## src/rtl/four_req_priority_arbiter.sv

```systemverilog
// Four-requester arbiter for one shared resource.
// Fixed-priority (3 > 2 > 1 > 0) or round-robin selection feeds a registered
// IDLE/BUSY grant FSM. A per-grant hold limit lets waiting requesters
// preempt a long-running holder. MAX_HOLD = 0 disables preemption.
module four_req_priority_arbiter #(
  parameter int unsigned MAX_HOLD = 8
) (
  input  logic       clk,
  input  logic       rst,
  input  logic [3:0] req,
  input  logic       mode,
  output logic [3:0] gnt,
  output logic [1:0] gnt_id,
  output logic       valid
);

  typedef enum logic {
    IDLE,
    BUSY
  } state_t;

  localparam logic [3:0] MaxHold     = 4'(MAX_HOLD);
  localparam logic       HoldLimited = (MAX_HOLD != 0);

  state_t     state_q, state_d;
  logic [3:0] gnt_q, gnt_d;
  logic [1:0] gntId_q, gntId_d;
  logic       valid_q, valid_d;
  logic [3:0] holdCnt_q, holdCnt_d;
  logic [1:0] lastId_q, lastId_d;

  logic       holderReq;
  logic [3:0] others;
  logic       takeGrant;
  logic [3:0] takeMask;
  logic [1:0] newId;

  // Picks the winner from a non-empty mask. Fixed mode takes the highest
  // set index. Round-robin mode searches upward from the slot after the
  // last winner and wraps around, so the last winner is checked last.
  function automatic logic [1:0] selIndex(input logic [3:0] mask,
                                          input logic       rr,
                                          input logic [1:0] last);
    logic [1:0] result;
    logic [1:0] idx;
    logic       found;
    result = 2'd0;
    found  = 1'b0;
    if (!rr) begin
      for (int i = 0; i < 4; i++) begin
        if (mask[i]) result = 2'(i);
      end
    end else begin
      for (int k = 1; k <= 4; k++) begin
        idx = last + 2'(k);
        if (!found && mask[idx]) begin
          result = idx;
          found  = 1'b1;
        end
      end
    end
    return result;
  endfunction

  // The holder's own request and the other requesters. Together they decide
  // between holding, releasing and preempting.
  assign holderReq = req[gntId_q];
  assign others    = req & ~(4'b0001 << gntId_q);
  assign newId     = selIndex(takeMask, mode, lastId_q);

  // Computes the next grant state. A fresh grant always comes from a
  // non-empty mask of live requests, so it never goes to an idle requester.
  // When a release and an expiry happen in the same cycle, the release wins.
  always_comb begin
    state_d   = state_q;
    gntId_d   = gntId_q;
    valid_d   = valid_q;
    holdCnt_d = holdCnt_q;
    lastId_d  = lastId_q;
    takeGrant = 1'b0;
    takeMask  = 4'b0000;

    case (state_q)
      IDLE: begin
        if (|req) begin
          takeGrant = 1'b1;
          takeMask  = req;
        end
      end
      BUSY: begin
        if (!holderReq) begin
          if (|others) begin
            takeGrant = 1'b1;
            takeMask  = others;
          end else begin
            state_d   = IDLE;
            valid_d   = 1'b0;
            gntId_d   = 2'd0;
            holdCnt_d = 4'd0;
          end
        end else if (HoldLimited && (holdCnt_q == MaxHold) && (|others)) begin
          takeGrant = 1'b1;
          takeMask  = others;
        end else if (holdCnt_q != 4'd15) begin
          holdCnt_d = holdCnt_q + 4'd1;
        end
      end
      default: begin
        state_d = IDLE;
        valid_d = 1'b0;
        gntId_d = 2'd0;
      end
    endcase

    if (takeGrant) begin
      state_d   = BUSY;
      gntId_d   = newId;
      valid_d   = 1'b1;
      holdCnt_d = 4'd1;
      lastId_d  = newId;
    end

    gnt_d = valid_d ? (4'b0001 << gntId_d) : 4'b0000;
  end

  // Registers the FSM and the grant outputs. Reset overrides everything and
  // drops any active grant at the same edge.
  always_ff @(posedge clk) begin
    if (rst) begin
      state_q   <= IDLE;
      gnt_q     <= 4'b0000;
      gntId_q   <= 2'd0;
      valid_q   <= 1'b0;
      holdCnt_q <= 4'd0;
      lastId_q  <= 2'd3;
    end else begin
      state_q   <= state_d;
      gnt_q     <= gnt_d;
      gntId_q   <= gntId_d;
      valid_q   <= valid_d;
      holdCnt_q <= holdCnt_d;
      lastId_q  <= lastId_d;
    end
  end

  assign gnt    = gnt_q;
  assign gnt_id = gntId_q;
  assign valid  = valid_q;

endmodule

```

## config.mk

```make
export PLATFORM = sky130hd
export DESIGN_NAME = four_req_priority_arbiter
export DESIGN_NICKNAME = d
export VERILOG_FILES = /design/src/rtl/four_req_priority_arbiter.sv
export SDC_FILE = /design/constraint.sdc
export NUM_CORES = 1
export LEC_CHECK = 0
export BUFFER_PORTS_ARGS = -buffer_cell sky130_fd_sc_hd__buf_2
export CAP_MARGIN = 0
export CORE_MARGIN = 3
export CORE_UTILIZATION = 25
export CTS_BUF_LIST = sky130_fd_sc_hd__clkbuf_8
export CTS_CLUSTER_DIAMETER = 50
export CTS_CLUSTER_SIZE = 30
export DETAILED_ROUTE_END_ITERATION = 7
export PLACE_DENSITY_LB_ADDON = 0.1
export SLEW_MARGIN = 25
export SYNTH_ARGS = -nofsm -noshare
export SYNTH_HDL_FRONTEND = slang
export SYNTH_SLANG_ARGS = --single-unit
```

## constraint.sdc

```tcl
create_clock -name clk -period 3.05 [get_ports clk]
set_input_delay 0.61 -clock clk [delete_from_list [all_inputs] [get_ports clk]]
set_output_delay 0.61 -clock clk [all_outputs]
set_load 0.005 [all_outputs]
```

# [After elaboration in Yosys (flattened, before gate mapping)]
# Index checks and enable logic that the tools add are counted.
[word_totals] regBits=14 latch_bits=0 mem_bits_rw=0 rom_bits=0 inputBits=7 output_inout_bits=7 wordCells=95 memories=0
[op_classes] addsub=4 mul=0 div=0 n_lt_le_gt_ge=5 eq_ne=8 n_shift=2 mux=51 bitwise=4 n_reduce_logical=14
[op_table] cell="4-bit two-way mux" n=8
[op_table] cell="1-bit two-way mux" n=25
[op_table] cell="2-bit two-way mux" n=11
[op_table] cell="2-bit by 3-bit < comparator with 1-bit output (second input constant)" n=5
[op_table] cell="1-bit binary-select mux with 2-bit select" n=5
[op_table] cell="4-bit case mux with 2 select lines" n=1
[op_table] cell="4-bit AND reduction" n=2
[op_table] cell="4-bit OR reduction" n=2
[op_table] cell="1-bit by 2-bit << shifter with 4-bit output (first input constant)" n=2
[op_table] cell="3-bit inequality test (second input constant)" n=2
[op_table] cell="2-bit adder (second input constant)" n=2
[op_table] cell="4-bit by 1-bit adder with 4-bit output (second input constant)" n=1
[op_table] cell="4-bit AND" n=1
[op_table] cell="4-bit equality test (second input constant)" n=1
[op_table] cell="1-bit logical AND" n=4
[op_table] cell="2-bit inequality test (second input constant)" n=2
[op_table] cell="4-bit inequality test (second input constant)" n=1
[op_table] cell="4-bit inverter" n=1
[op_table] cell="2-bit OR reduction" n=2
[op_table] cell="1-bit zero test" n=3
[op_table] cell="3-bit by 1-bit inequality test with 1-bit output (second input constant)" n=1
[op_table] cell="2-bit by 1-bit adder with 2-bit output (second input constant)" n=1
[op_table] cell="2-bit by 1-bit inequality test with 1-bit output (second input constant)" n=1
[op_table] cell="1-bit inverter" n=2
[op_table] cell="other kinds (2)" n=2

# [Logic depth before layout (Yosys ltp)]
# Gate-level depths: netlist of run 1.
[depth] depth_word=26 ltp_mapped=8 depth_no_buf=8

# [Worst setup path before layout of run 1]
# OpenSTA, ideal clock, no wires.
[synth_path] kind="input port to flip-flop" startpoint="input port req[1]" endpoint="register lastId_q[1]" setup_time_ps=120 arrival_ps=2252 t_required_ps=2930 setup_slack_ps=678 stages=6 path_buffers=1 cell_sequence="clkbuf_1 -> mux4_2 -> and2_4 -> o31a_1 -> or2_4 -> a211o_1"
[synth_between] elab_chain_len=22 elab_cells_between_ends=43 classes_between="33 x mux; 1 x bitwise; 9 x reduce/logical"
[synth_lines] item="start: declaration" line="10" source="input logic [3:0] req,"
[synth_lines] item="4-bit AND" line="68" source="assign others = req & ~(4'b0001 << gntId_q);"
[synth_lines] item="4-bit OR reduction" line="92, 101"
[synth_lines] item="1-bit logical AND" line="101" source="end else if (HoldLimited && (holdCnt_q == MaxHold) && (|others)) begin"
[synth_lines] item="4-bit two-way mux" line="101"
[synth_lines] item="4-bit two-way mux" line="91" source="if (!holderReq) begin"
[synth_lines] item="4-bit case mux with 2 select lines" line="83" source="case (state_q)"
[synth_lines] item="1-bit binary-select mux with 2-bit select" line="56" source="if (!found && mask[idx]) begin"
[synth_lines] item="1-bit two-way mux (not written as such)" line="56"
[synth_lines] item="(+6 left out)"
[synth_lines] item="1-bit zero test" line="56"
[synth_lines] item="1-bit logical AND" line="56"
[synth_lines] item="1-bit two-way mux" line="56"
[synth_lines] item="1-bit two-way mux" line="49" source="if (!rr) begin"
[synth_lines] item="1-bit zero test" line="56"
[synth_lines] item="1-bit logical AND" line="56"
[synth_lines] item="2-bit two-way mux" line="56"
[synth_lines] item="2-bit two-way mux" line="49"
[synth_lines] item="end signal: assignment" line="142" source="lastId_q <= lastId_d;"
[synth_lines] item="end: declaration" line="30" source="logic [1:0] lastId_q, lastId_d;"
# Several ways; a longest one is shown, not always the timed one. The select of a mux whose other input is x is not followed.
# A chain may end at the register's enable or synchronous reset.

# [Worst setup path after layout of run 1]
[layout_path] startpoint="register gntId_q[0], in the netlist gnt_id[0]" endpoint="register gnt_q[1], in the netlist gnt[1]"
[layout_between] elab_chain_len=26 elab_cells_between_ends=54 classes_between="2 x shift; 40 x mux; 3 x bitwise; 9 x reduce/logical"
[layout_lines] item="start: declaration" line="27" source="logic [1:0] gntId_q, gntId_d;"
[layout_lines] item="start signal: assignment" line="139" source="gntId_q <= gntId_d;"
[layout_lines] item="1-bit by 2-bit << shifter with 4-bit output" line="68"
[layout_lines] item="4-bit inverter" line="68"
[layout_lines] item="4-bit AND" line="68"
[layout_lines] item="4-bit OR reduction" line="92, 101"
[layout_lines] item="1-bit logical AND" line="101"
[layout_lines] item="4-bit two-way mux" line="101"
[layout_lines] item="4-bit two-way mux" line="91"
[layout_lines] item="4-bit case mux with 2 select lines" line="83"
[layout_lines] item="(+10 left out)"
[layout_lines] item="1-bit two-way mux" line="56"
[layout_lines] item="1-bit two-way mux" line="49"
[layout_lines] item="1-bit zero test" line="56"
[layout_lines] item="1-bit logical AND" line="56"
[layout_lines] item="2-bit two-way mux" line="56"
[layout_lines] item="2-bit two-way mux" line="49"
[layout_lines] item="2-bit two-way mux" line="115" source="if (takeGrant) begin"
[layout_lines] item="1-bit by 2-bit << shifter with 4-bit output" line="123" source="gnt_d = valid_d ? (4'b0001 << gntId_d) : 4'b0000;"
[layout_lines] item="end signal: assignment" line="138" source="gnt_q <= gnt_d;"
[layout_lines] item="end: declaration" line="26" source="logic [3:0] gnt_q, gnt_d;"
# Several ways; a longest one is shown, not always the timed one. The select of a mux whose other input is x is not followed.

==> results of run 1 <==
## metrics by stage
step | cells | utilization (%) | setup slack [ns] | cell area, um2
2_1_floorplan | 115 | - | 0.678 | 962
6_report | 172 | 31.2 | 0.650 | 1100
5_1_grt | 172 | 31.2 | 0.489 | 1100
4_1_cts | 172 | 31.2 | 0.623 | 1100
3_5_place_dp | 169 | 30.0 | 0.521 | 1060
3_3_place_gp | 169 | 30.0 | 0.490 | 1060
## state kept, by name, summed over array words and instances, names as in the netlist
name and count:
valid 1, lastId_q 2, gnt 4, holdCnt_q 4, state_q 1, gnt_id 2
## cell families after synthesis
kind of cell    synth area share (%)
flops                           29.1
mux                             6.50
compound gates                  27.8
buf+inv                         5.72
xor+xnor                       0.910
fa+ha+maj                       2.60
simple gates                    27.3
## routing by layer
layer  global-route usage (%)  vias to the layer above  routed length (um)
met2                     17.3                       25                1010
met3                     1.81                        2                 136
met4                     5.21                        0                  14
li1                         -                      445                   -
met1                     14.6                      397                1120
met5                        0                        -                   0
## placed cells by master (no fill, tap or decap), types with 2 or more instances in the layout
cell       n
a21oi_1    8
a311oi_1   3
a31oi_1    2
and3_1     2
and3b_1    2
buf_2     13
clkbuf_8   3
dfxtp_1   14
ha_1       2
inv_1      7
mux2i_1    4
nand2_1    5
nand3_1    4
nand3b_1   2
nor2_1    10
nor2b_1    6
nor3_1     2
o21ai_0    7
o22ai_1    2
o31a_1     2
o31ai_1    2
or2_2      3
## path summary, 6_finish.rpt
kind / to / slack [ns] / cells past startpoint
min: holdCnt_q[0] / 0.54 / 2
max reg2reg: gnt[1] / 0.65 / 6
max: gnt[1] / 0.65 / 6
min reg2reg: holdCnt_q[0] / 0.54 / 2
## worst reg2reg max path: stages, from the launching register on
cell and delay, ns:
dfxtp_1 0.58, mux4_2 0.63, and2_4 0.17, o31a_1 0.27, or2_4 0.30, o21ai_4 0.20, nor3b_2 0.18
## where the power goes
group          total, uW  leakage (uW)  internal, uW  switching, uW
clock network        143     0.0000216          86.9           56.3
logic                158      0.000287          76.1           82.1
registers            235      0.000115           203           32.0
## area by class of cell
| class | instances | share of cell area, % |
|---|---|---|
| repair buffers | 13 | 5.93 |
| inverters | 7 | 2.39 |
| multi-input cells | 89 | 57.1 |
| flip-flops and latches | 14 | 25.5 |
| well taps | 46 | 5.25 |
| clock buffers | 3 | 3.76 |
==> summary.md, run 1 <==
| Metric | Value |
|---|---|
| Status | `completed` |
| Leading area contributor after synthesis | `dfxtp_1` |
| Hold Vio Cnt, Final | `0` |
| Via count | `869` |
| Residual overflow from global routing | `0` |
| Worst hold margin | `0.539 ns` |
| Critical path launch point type | `flop` |
| Minimum clock period | `2.40 ns` |
| Antenna cells | `0` |
| RSZ-0062 raised after global routing | `no` |
| Filler cells | `398` |
| Dpl hpwl | `1740 um` |
| Static leakage | `0.000424 uW` |
| Core Area | `3520 um2` |
| CTS Buf Count | `3` |
| Crit-path cells | `mux4_2, and2_4, o31a_1, or2_4, o21ai_4, nor3b_2` |
| Initial antenna violation count | `0` |
| Buf/Inv on CP | `0` |
| Finish-stage setup viols | `0` |
| Pwr per Cell Area | `489 nW/um2` |
| Syn Inst Count | `115` |
| CP endpoint kind | `flop` |
| Synth warn | `0` |
| FF-to-FF Start | `gnt_id[0]` |
| Maxcap violations | `0` |
| CTS tree | `built` |
| Register cell area after layout | `280 um2` |
| First-pass GRT wire length | `3920 um` |
| Vias per inst | `5.05` |
| CP max stage cell | `mux4_2` |
| Ys async rst share | `0%` |
| Starting density of the core | `27.3%` |
| Netlist cell types | `44` |
| Remaining antenna violation count | `0` |
| Number of synthesized register bits | `14` |
| Crit-path max FO | `12` |
| Hold wc startpoint | `holdCnt_q[0]` |
| Cell Rows | `21` |
| Worst-margin pin slew | `0.616 ns` |
| Setup repair bufs after CTS | `0` |
| Die ar. | `4630 um2` |
| Die H | `68.0 um` |
| CTS H-tree depth | `1` |
| Syn_nets | `124` |
| Top Ports | `14` |
| Gr usage total | `11.0%` |
| Crit path from | `gnt_id[0]` |
| Area of the multi-input gates | `627 um2` |
| Drt drc | `0` |
| Largest cells by area after synthesis | `dfxtp_1 29%, a21oi_1 4.2%, mux2i_1 4.2%` |
| Clock skew | `0.00133 ns` |
| DRT iter0 DRCs | `82` |
| Clk slew on worst S/H paths | `0.05 ns` |
| Most frequent cell after synthesis | `dfxtp_1` |
| Final period util | `78.7%` |
| HP Class | `reg -> reg` |
| Worst EP required | `3.22 ns` |
| Clock latency on the worst-skew pair | `0.24 ns` |
| CP Data Arrival Time | `2.57 ns` |
| Clk buf depth | `2` |
| Hold Buf Count CTS | `0` |
| Slew HR | `58.3%` |
| Synthesized area | `962 um2` |
| TNS Setup | `0 ns` |
| Synth top cells by count | `14 x dfxtp_1, 10 x nor2_1, 8 x a21oi_1, 7 x inv_1, 7 x o21ai_0` |
| F_max | `0.417 GHz` |
| Syn Area/Cell | `8.37 um2` |
| Post-synthesis sequential area ratio | `29.1%` |
| CTS root buf | `clkbuf_8` |
| CP top delay family | `simple AND/OR/NAND/NOR gates` |
| Final #Nets | `137` |
| Max-slew violations | `0` |
| Port bufs | `13` |
| Top-area cell type share of the netlist area | `29.1%` |
| Post-Route WL | `2280 um` |
| Number of synthesized flops with an enable pin | `0` |
| Drt wl/cell | `13.2 um` |
| Area Growth Syn to Fin | `14.0%` |
| Die Width | `68.0 um` |
| Vias in the first global route | `882` |
| Total power | `537 uW` |
| GPL Wtd Cong | `0.746` |
| Layout cells sized above 1 | `20.6%` |
| Setup Crit Path Kind | `reg -> reg` |
| CTS resizes | `0` |
| Pin count of the biggest net entering global routing | `17` |
| Top FF cell, synth | `dfxtp_1` |
| Worst vdd ir | `0.219 mV` |
| Clk sinks | `14` |
| CP peak stage delay | `0.62 ns` |
| Length of the first detailed-routing pass in iterations | `4` |
Power figures use the tool's default switching activity.
==> run 2, diff against run 1 <==
--- a/config.mk
+++ b/config.mk
@@ -5,6 +5,7 @@
 export SDC_FILE = /design/constraint.sdc
 export NUM_CORES = 1
 export LEC_CHECK = 0
+export ABC_AREA = 1
 export BUFFER_PORTS_ARGS = -buffer_cell sky130_fd_sc_hd__buf_2
 export CAP_MARGIN = 0
 export CORE_MARGIN = 3
==> constraint.sdc (replaced) <==
create_clock -name clk -period 2.2 [get_ports clk]
set_input_delay 0.44 -clock clk [delete_from_list [all_inputs] [get_ports clk]]
set_output_delay 0.44 -clock clk [all_outputs]
set_load 0.005 [all_outputs]
==> summary.md, run 2 <==
| Metric | Value |
|---|---|
| Status | `completed` |
| Maxcap violations | `0 (unchanged)` |
| Area of the multi-input gates | `781 um2 (+25%)` |
| Final period util | `93.1% (+14 points)` |
| Length of the first detailed-routing pass in iterations | `4 (unchanged)` |
| CP peak stage delay | `0.32 ns (-0.30 ns)` |
| Syn Area/Cell | `6.57 um2 (-22%)` |
| Cell Rows | `23 (+9.5%)` |
| Register cell area after layout | `290 um2 (+3.6%)` |
| Drt wl/cell | `11.1 um (-16%)` |
| Clock latency on the worst-skew pair | `0.24 ns (about the same)` |
| CP endpoint kind | `flop` |
| Gr usage total | `11.4% (+0.40 points)` |
| Vias per inst | `4.64 (-8.1%)` |
| Largest cells by area after synthesis | `dfxtp_1 27%, nand2_1 15%, inv_1 8.2%` |
| Post-Route WL | `2600 um (+14%)` |
| Starting density of the core | `26.2% (-1.1 points)` |
| Most common cell after layout, fill and taps aside | `nand2_1` |
| Drt drc | `0 (unchanged)` |
| Worst EP required | `2.34 ns (-0.88 ns)` |
| Residual overflow from global routing | `0 (unchanged)` |
| CTS root buf | `clkbuf_8` |
| HP Class | `in -> reg` |
| Worst vdd ir | `0.451 mV (+110%)` |
| Vias in the first global route | `1037 (+18%)` |
| Minimum clock period | `2.05 ns (-0.352 ns)` |
| Critical path launch point type | `flop` |
| Antenna cells | `0 (unchanged)` |
| Number of synthesized flops with an enable pin | `0 (unchanged)` |
| Synth warn | `0 (unchanged)` |
| Post-synthesis sequential area ratio | `26.5% (-2.6 points)` |
| Finished Cell Area | `1410 um2 (+28%)` |
| Synthesized area | `1060 um2 (+9.9%)` |
| Syn_nets | `170 (+37%)` |
| DRT iter0 DRCs | `55 (-33%)` |
| Top FF cell, synth | `dfxtp_1` |
| Syn Inst Count | `161 (+40%)` |
| Initial antenna violation count | `0 (unchanged)` |
| Setup Crit Path Kind | `reg -> reg` |
| Remaining antenna violation count | `0 (unchanged)` |
| Top-area cell type share of the netlist area | `26.5% (-2.6 points)` |
| CP Data Arrival Time | `2.19 ns (-0.38 ns)` |
| CTS Buf Count | `3 (unchanged)` |
| Die Width | `71.0 um (+4.4%)` |
| Total power | `1640 uW (+210%)` |
| Most frequent cells in the layout | `33 x nand2_1, 22 x inv_1, 14 x nand3_2` |
| Slew HR | `73.3% (+15 points)` |
| Filler cells | `428 (+7.5%)` |
| Pwr per Cell Area | `1160 nW/um2 (+140%)` |
| Dpl hpwl | `2130 um (+22%)` |
| Die ar. | `5050 um2 (+9.0%)` |
| Util after Layout | `34.9% (+3.7 points)` |
| Leading area contributor after synthesis | `dfxtp_1` |
| Top Ports | `14 (unchanged)` |
| Ys async rst share | `0% (unchanged)` |
| Number of synthesized register bits | `14 (unchanged)` |
| Finish-stage setup viols | `0 (unchanged)` |
| First-pass GRT wire length | `4700 um (+20%)` |
| Area Growth Syn to Fin | `33.0%` |
| Final #Nets | `195 (+42%)` |
| Max-slew violations | `0 (unchanged)` |
| Synth top cells by count | `41 x nand2_1, 23 x inv_1, 17 x nand3_1, 14 x dfxtp_1, 13 x nor2_1` |
| Die H | `71.0 um (+4.4%)` |
| GPL Wtd Cong | `0.798 (+6.9%)` |
| Port bufs | `13 (unchanged)` |
| Hold Vio Cnt, Final | `0 (unchanged)` |
| CTS H-tree depth | `1 (unchanged)` |
| Crit-path cells | `inv_1, ha_1, nor3b_2, o21ai_2, nand2_4, nand2_4, nand3_2, nand3_2, nand2_4, nor2_4, nand2_1, nand2_1, nand3_2, a21oi_4, nor2_1` |
| Worst hold margin | `0.475 ns (-0.0643 ns)` |
| Crit-path max FO | `5 (-7)` |
| CP max stage cell | `dfxtp_2` |
| Worst-margin pin slew | `0.391 ns (-0.226 ns)` |
| Via count | `1091 (+26%)` |
| Netlist cell types | `27 (-39%)` |
| Post-DP Area | `1210 um2 (+14%)` |
| Clock skew | `0.00246 ns (+0.00114 ns)` |
| Core Area | `4030 um2 (+14%)` |
| CTS tree | `built` |
| Clk slew on worst S/H paths | `0.06 ns (about the same)` |
| Most frequent cell after synthesis | `nand2_1` |
| Pin count of the biggest net entering global routing | `9 (-8)` |
| Clk sinks | `14 (unchanged)` |
| F_max | `0.488 GHz (+17%)` |
| Layout cells sized above 1 | `40.0% (+19 points)` |
| Static leakage | `0.000713 uW (+68%)` |
| Clk buf depth | `2 (unchanged)` |
-- run 2: area by class of cell --
type | count | area share, %
timing repair buffer | 21 | 8.90
multi-input combinational | 122 | 55.5
inverter | 24 | 6.58
tap | 50 | 4.45
clock buffer | 4 | 3.91
sequential | 14 | 20.6
-- run 2: cells by family (layout without fill, tap and decap cells) --
| logic type | count (synthesis) | in the layout | synth area share [%] |
|---|---|---|---|
| adders and majority gates | 2 | 2 | 2.37 |
| buffers and inverters | 25 | 49 | 9.23 |
| xor gates and xnor gates | 1 | 1 | 0.829 |
| DFF | 14 | 14 | 26.5 |
| AOI/OAI and AO/OA | 17 | 17 | 11.4 |
| and+or+nand+nor | 102 | 102 | 49.7 |
-- run 2: metal layers --
layer	wire length, um	vias up	track usage, %	part of all wire, %
met1	1240	508	14.8	47
met2	1300	9	19.5	50
met3	49	4	2.13	1.9
met4	21	0	3.13	0.81
li1	-	570	-	-
met5	0	-	0	0
-- run 2: power breakdown --
group,switching [uW],total (uW),internal [uW]
clock network,93.1,252,158
registers,65.9,386,320
logic,616,1000,384
total,775,1640,863
-- run 2: worst paths after layout --
check	startpoint	endpoint	slack, ns	cells past startpoint
setup / recovery	holdCnt_q[0]	gnt[3]	0.15	15
hold / removal	rst	gnt_id[1]	0.47	2
setup reg to reg	holdCnt_q[0]	gnt[3]	0.15	15
hold reg to reg	holdCnt_q[3]	holdCnt_q[3]	0.51	2
-- run 2: what timing repair did --
item                       CTS  global route
setup endpoints to repair    0             9
hold buffers                 0             0
resized for setup            0            31
hold endpoints to repair     0             0
setup buffers                0             4
-- run 2: per-stage QoR --
step,setup TNS [ns],setup slack (ns),std cells
floorplan,0,0.332,161
global placement,0,0.0486,227
detailed placement,0,0.00629,227
CTS,0,0.0430,231
global route,-0.0243,-0.0146,235
finish,0,0.151,235
-- run 2: worst max-delay path, delay by kind of cell, from the launching register on --
| kind | cells | cell delay, ns |
|---|---|---|
| AOI/OAI and AO/OA | 2 | 0.27 |
| and+or+nand+nor | 11 | 1.11 |
| adders and majority gates | 1 | 0.19 |
| DFF | 1 | 0.32 |
| buffers and inverters | 1 | 0.04 |
==> run 3, diff against run 2 <==
--- a/config.mk
+++ b/config.mk
@@ -9,7 +9,7 @@
 export BUFFER_PORTS_ARGS = -buffer_cell sky130_fd_sc_hd__buf_2
 export CAP_MARGIN = 0
 export CORE_MARGIN = 3
-export CORE_UTILIZATION = 25
+export CORE_UTILIZATION = 45
 export CTS_BUF_LIST = sky130_fd_sc_hd__clkbuf_8
 export CTS_CLUSTER_DIAMETER = 50
 export CTS_CLUSTER_SIZE = 30
==> summary.md, run 3 (synthesized netlist as in run 2, its figures left out) <==
| Metric | Value |
|---|---|
| Status | `completed` |
| Worst hold margin | `0.462 ns (-0.0132 ns)` |
| GPL Wtd Cong | `0.855 (+7.1%)` |
| Die H | `54.5 um (-23%)` |
| Net Switching | `720 uW (-7.1%)` |
| Core Area | `2080 um2 (-48%)` |
| Clk buf depth | `2 (unchanged)` |
| Sequential power share | `25.2% (+1.6 points)` |
| M2 GR Usage | `30.1% (+11 points)` |
| DRT iter0 DRCs | `18 (-67%)` |
| Gr usage total | `18.2% (+6.8 points)` |
| Clk sinks | `14 (unchanged)` |
| Initial antenna violation count | `0 (unchanged)` |
| Total power | `1520 uW (-7.2%)` |
| Minimum clock period | `2.05 ns (+0.000418 ns)` |
| Die Width | `54.5 um (-23%)` |
| Comb pwr share | `61.7% (+0.6 points)` |
| Clock latency on the worst-skew pair | `0.24 ns (about the same)` |
| Pwr per Cell Area | `1160 nW/um2 (-0.11%)` |
| HP Class | `in -> reg` |
| Final #Nets | `194 (-0.51%)` |
| CP Data Arrival Time | `2.23 ns (+0.04 ns)` |
| Antenna cells | `0 (unchanged)` |
| Starting density of the core | `50.8% (+25 points)` |
| Layout cells sized above 1 | `35.0% (-5.0 points)` |
| Area Growth Syn to Fin | `23.6%` |
| Post-Route WL | `2470 um (-5.3%)` |
| Most frequent cells in the layout | `36 x nand2_1, 21 x inv_1, 16 x nand3_1` |
| Remaining antenna violation count | `0 (unchanged)` |
| Die ar. | `2970 um2 (-41%)` |
| Clock skew | `0.00124 ns (-0.00122 ns)` |
| Pin count of the biggest net entering global routing | `9 (unchanged)` |
| Hold depth | `2 (unchanged)` |
| Maxcap violations | `0 (unchanged)` |
| Cell Rows | `16 (-30%)` |
| GR peak layer | `met2` |
| Area of the multi-input gates | `733 um2 (-6.1%)` |
| CTS root buf | `clkbuf_8` |
| Max-slew violations | `0 (unchanged)` |
| Slew HR | `73.3% (about the same)` |
| First-pass GRT wire length | `3910 um (-17%)` |
| Residual overflow from global routing | `0 (unchanged)` |
| Most common cell after layout, fill and taps aside | `nand2_1` |
| Crit-path max FO | `6 (+1)` |
| Met3 usage | `2.18% (+0.049 points)` |
| CP endpoint kind | `flop` |
| Worst EP required | `2.38 ns (+0.04 ns)` |
| Vias in the first global route | `931 (-10%)` |
| TNS Setup | `0 ns (unchanged)` |
| Worst vdd ir | `0.819 mV (+82%)` |
| Drt wl/cell | `11.7 um (+6.0%)` |
| Length of the first detailed-routing pass in iterations | `4 (unchanged)` |
| CTS tree | `built` |
| Register cell area after layout | `288 um2 (-0.86%)` |
| Static leakage | `0.000677 uW (-5.0%)` |
| Dpl hpwl | `1910 um (-10%)` |
| Vias per inst | `5.11 (+10%)` |
| Critical path launch point type | `flop` |
| Final period util | `93.1% (about the same)` |
| Reg2Reg Depth | `14 (-1)` |
| Met1 global-route usage | `23.3% (+8.6 points)` |
| Internal power | `800 uW (-7.3%)` |
| Top Ports | `14 (unchanged)` |
| Finish-stage setup viols | `0 (unchanged)` |
| F_max | `0.488 GHz (about the same)` |
| Via count | `1073 (-1.6%)` |
| Port bufs | `13 (unchanged)` |
| Clk slew on worst S/H paths | `0.05 ns (about the same)` |
| Hold Vio Cnt, Final | `0 (unchanged)` |
| Drt drc | `0 (unchanged)` |
| Worst-margin pin slew | `0.400 ns (+0.00929 ns)` |
| CTS H-tree depth | `1 (unchanged)` |
| Clk network pwr share | `13.1% (-2.3 points)` |
| Filler cells | `195 (-54%)` |
| Setup Crit Path Kind | `reg -> reg` |
| Switching Share | `47.4% (+0.069 points)` |
| CTS Buf Count | `3 (unchanged)` |
## run 3: final cells by class
class,instances,share of cell area (%)
sequential,14,22.0
multi-input combinational,122,56.1
timing repair buffer,20,9.00
clock buffer,3,3.16
tap,27,2.59
inverter,24,7.09
## run 3: metal layers
| metal | routed length, um | vias to the layer above |
|---|---|---|
| met3 | 86 | 3 |
| met2 | 1150 | 19 |
| li1 | - | 567 |
| met5 | 0 | - |
| met1 | 1200 | 484 |
| met4 | 36 | 0 |
## run 3: path summary, 6_finish.rpt
kind,from,slack (ns),to
min,rst,0.46,gnt_id[1]
max reg2reg,holdCnt_q[1],0.15,gnt[3]
min reg2reg,holdCnt_q[1],0.51,holdCnt_q[1]
max,holdCnt_q[1],0.15,gnt[3]
## run 3: power by group through the flow
| stage | Sequential [uW] | Clock, uW | Combinational (uW) |
|---|---|---|---|
| final | 383 | 200 | 938 |
| after global routing | 393 | 218 | 1040 |
| after CTS | 368 | 210 | 855 |
| after detailed placement | 372 | 0 | 850 |
| after global placement | 370 | 0 | 844 |
| after floorplan | 356 | 0 | 653 |
## run 3: stage by stage
stage	instances	util [%]	cell area (um2)	setup slack, ns
finish	210	62.7	1310	0.151
global route	210	62.7	1310	-0.0187
CTS	208	59.2	1230	0.0247
detailed placement	205	57.0	1190	0.00866
global placement	205	57.0	1190	0.0718
floorplan	161	-	1060	0.332
## run 3: critical path: stages (launching register included)
cell and delay, ns:
dfxtp_2 0.32, inv_1 0.06, ha_1 0.14, nor3b_2 0.20
o21ai_2 0.11, nand2_4 0.14, buf_4 0.13, o21ai_2 0.07
nor2_2 0.20, inv_2 0.11, a21oi_1 0.17, nand2_2 0.10
nand2_1 0.06, nand2_1 0.06, nor2_1 0.10
## run 3: repair_timing
action	4_1_cts	5_1_grt
setup buffers	0	2
resized for setup	1	19
setup endpoints to repair	1	12
hold buffers	0	0
pin swaps	0	11
hold endpoints to repair	0	0
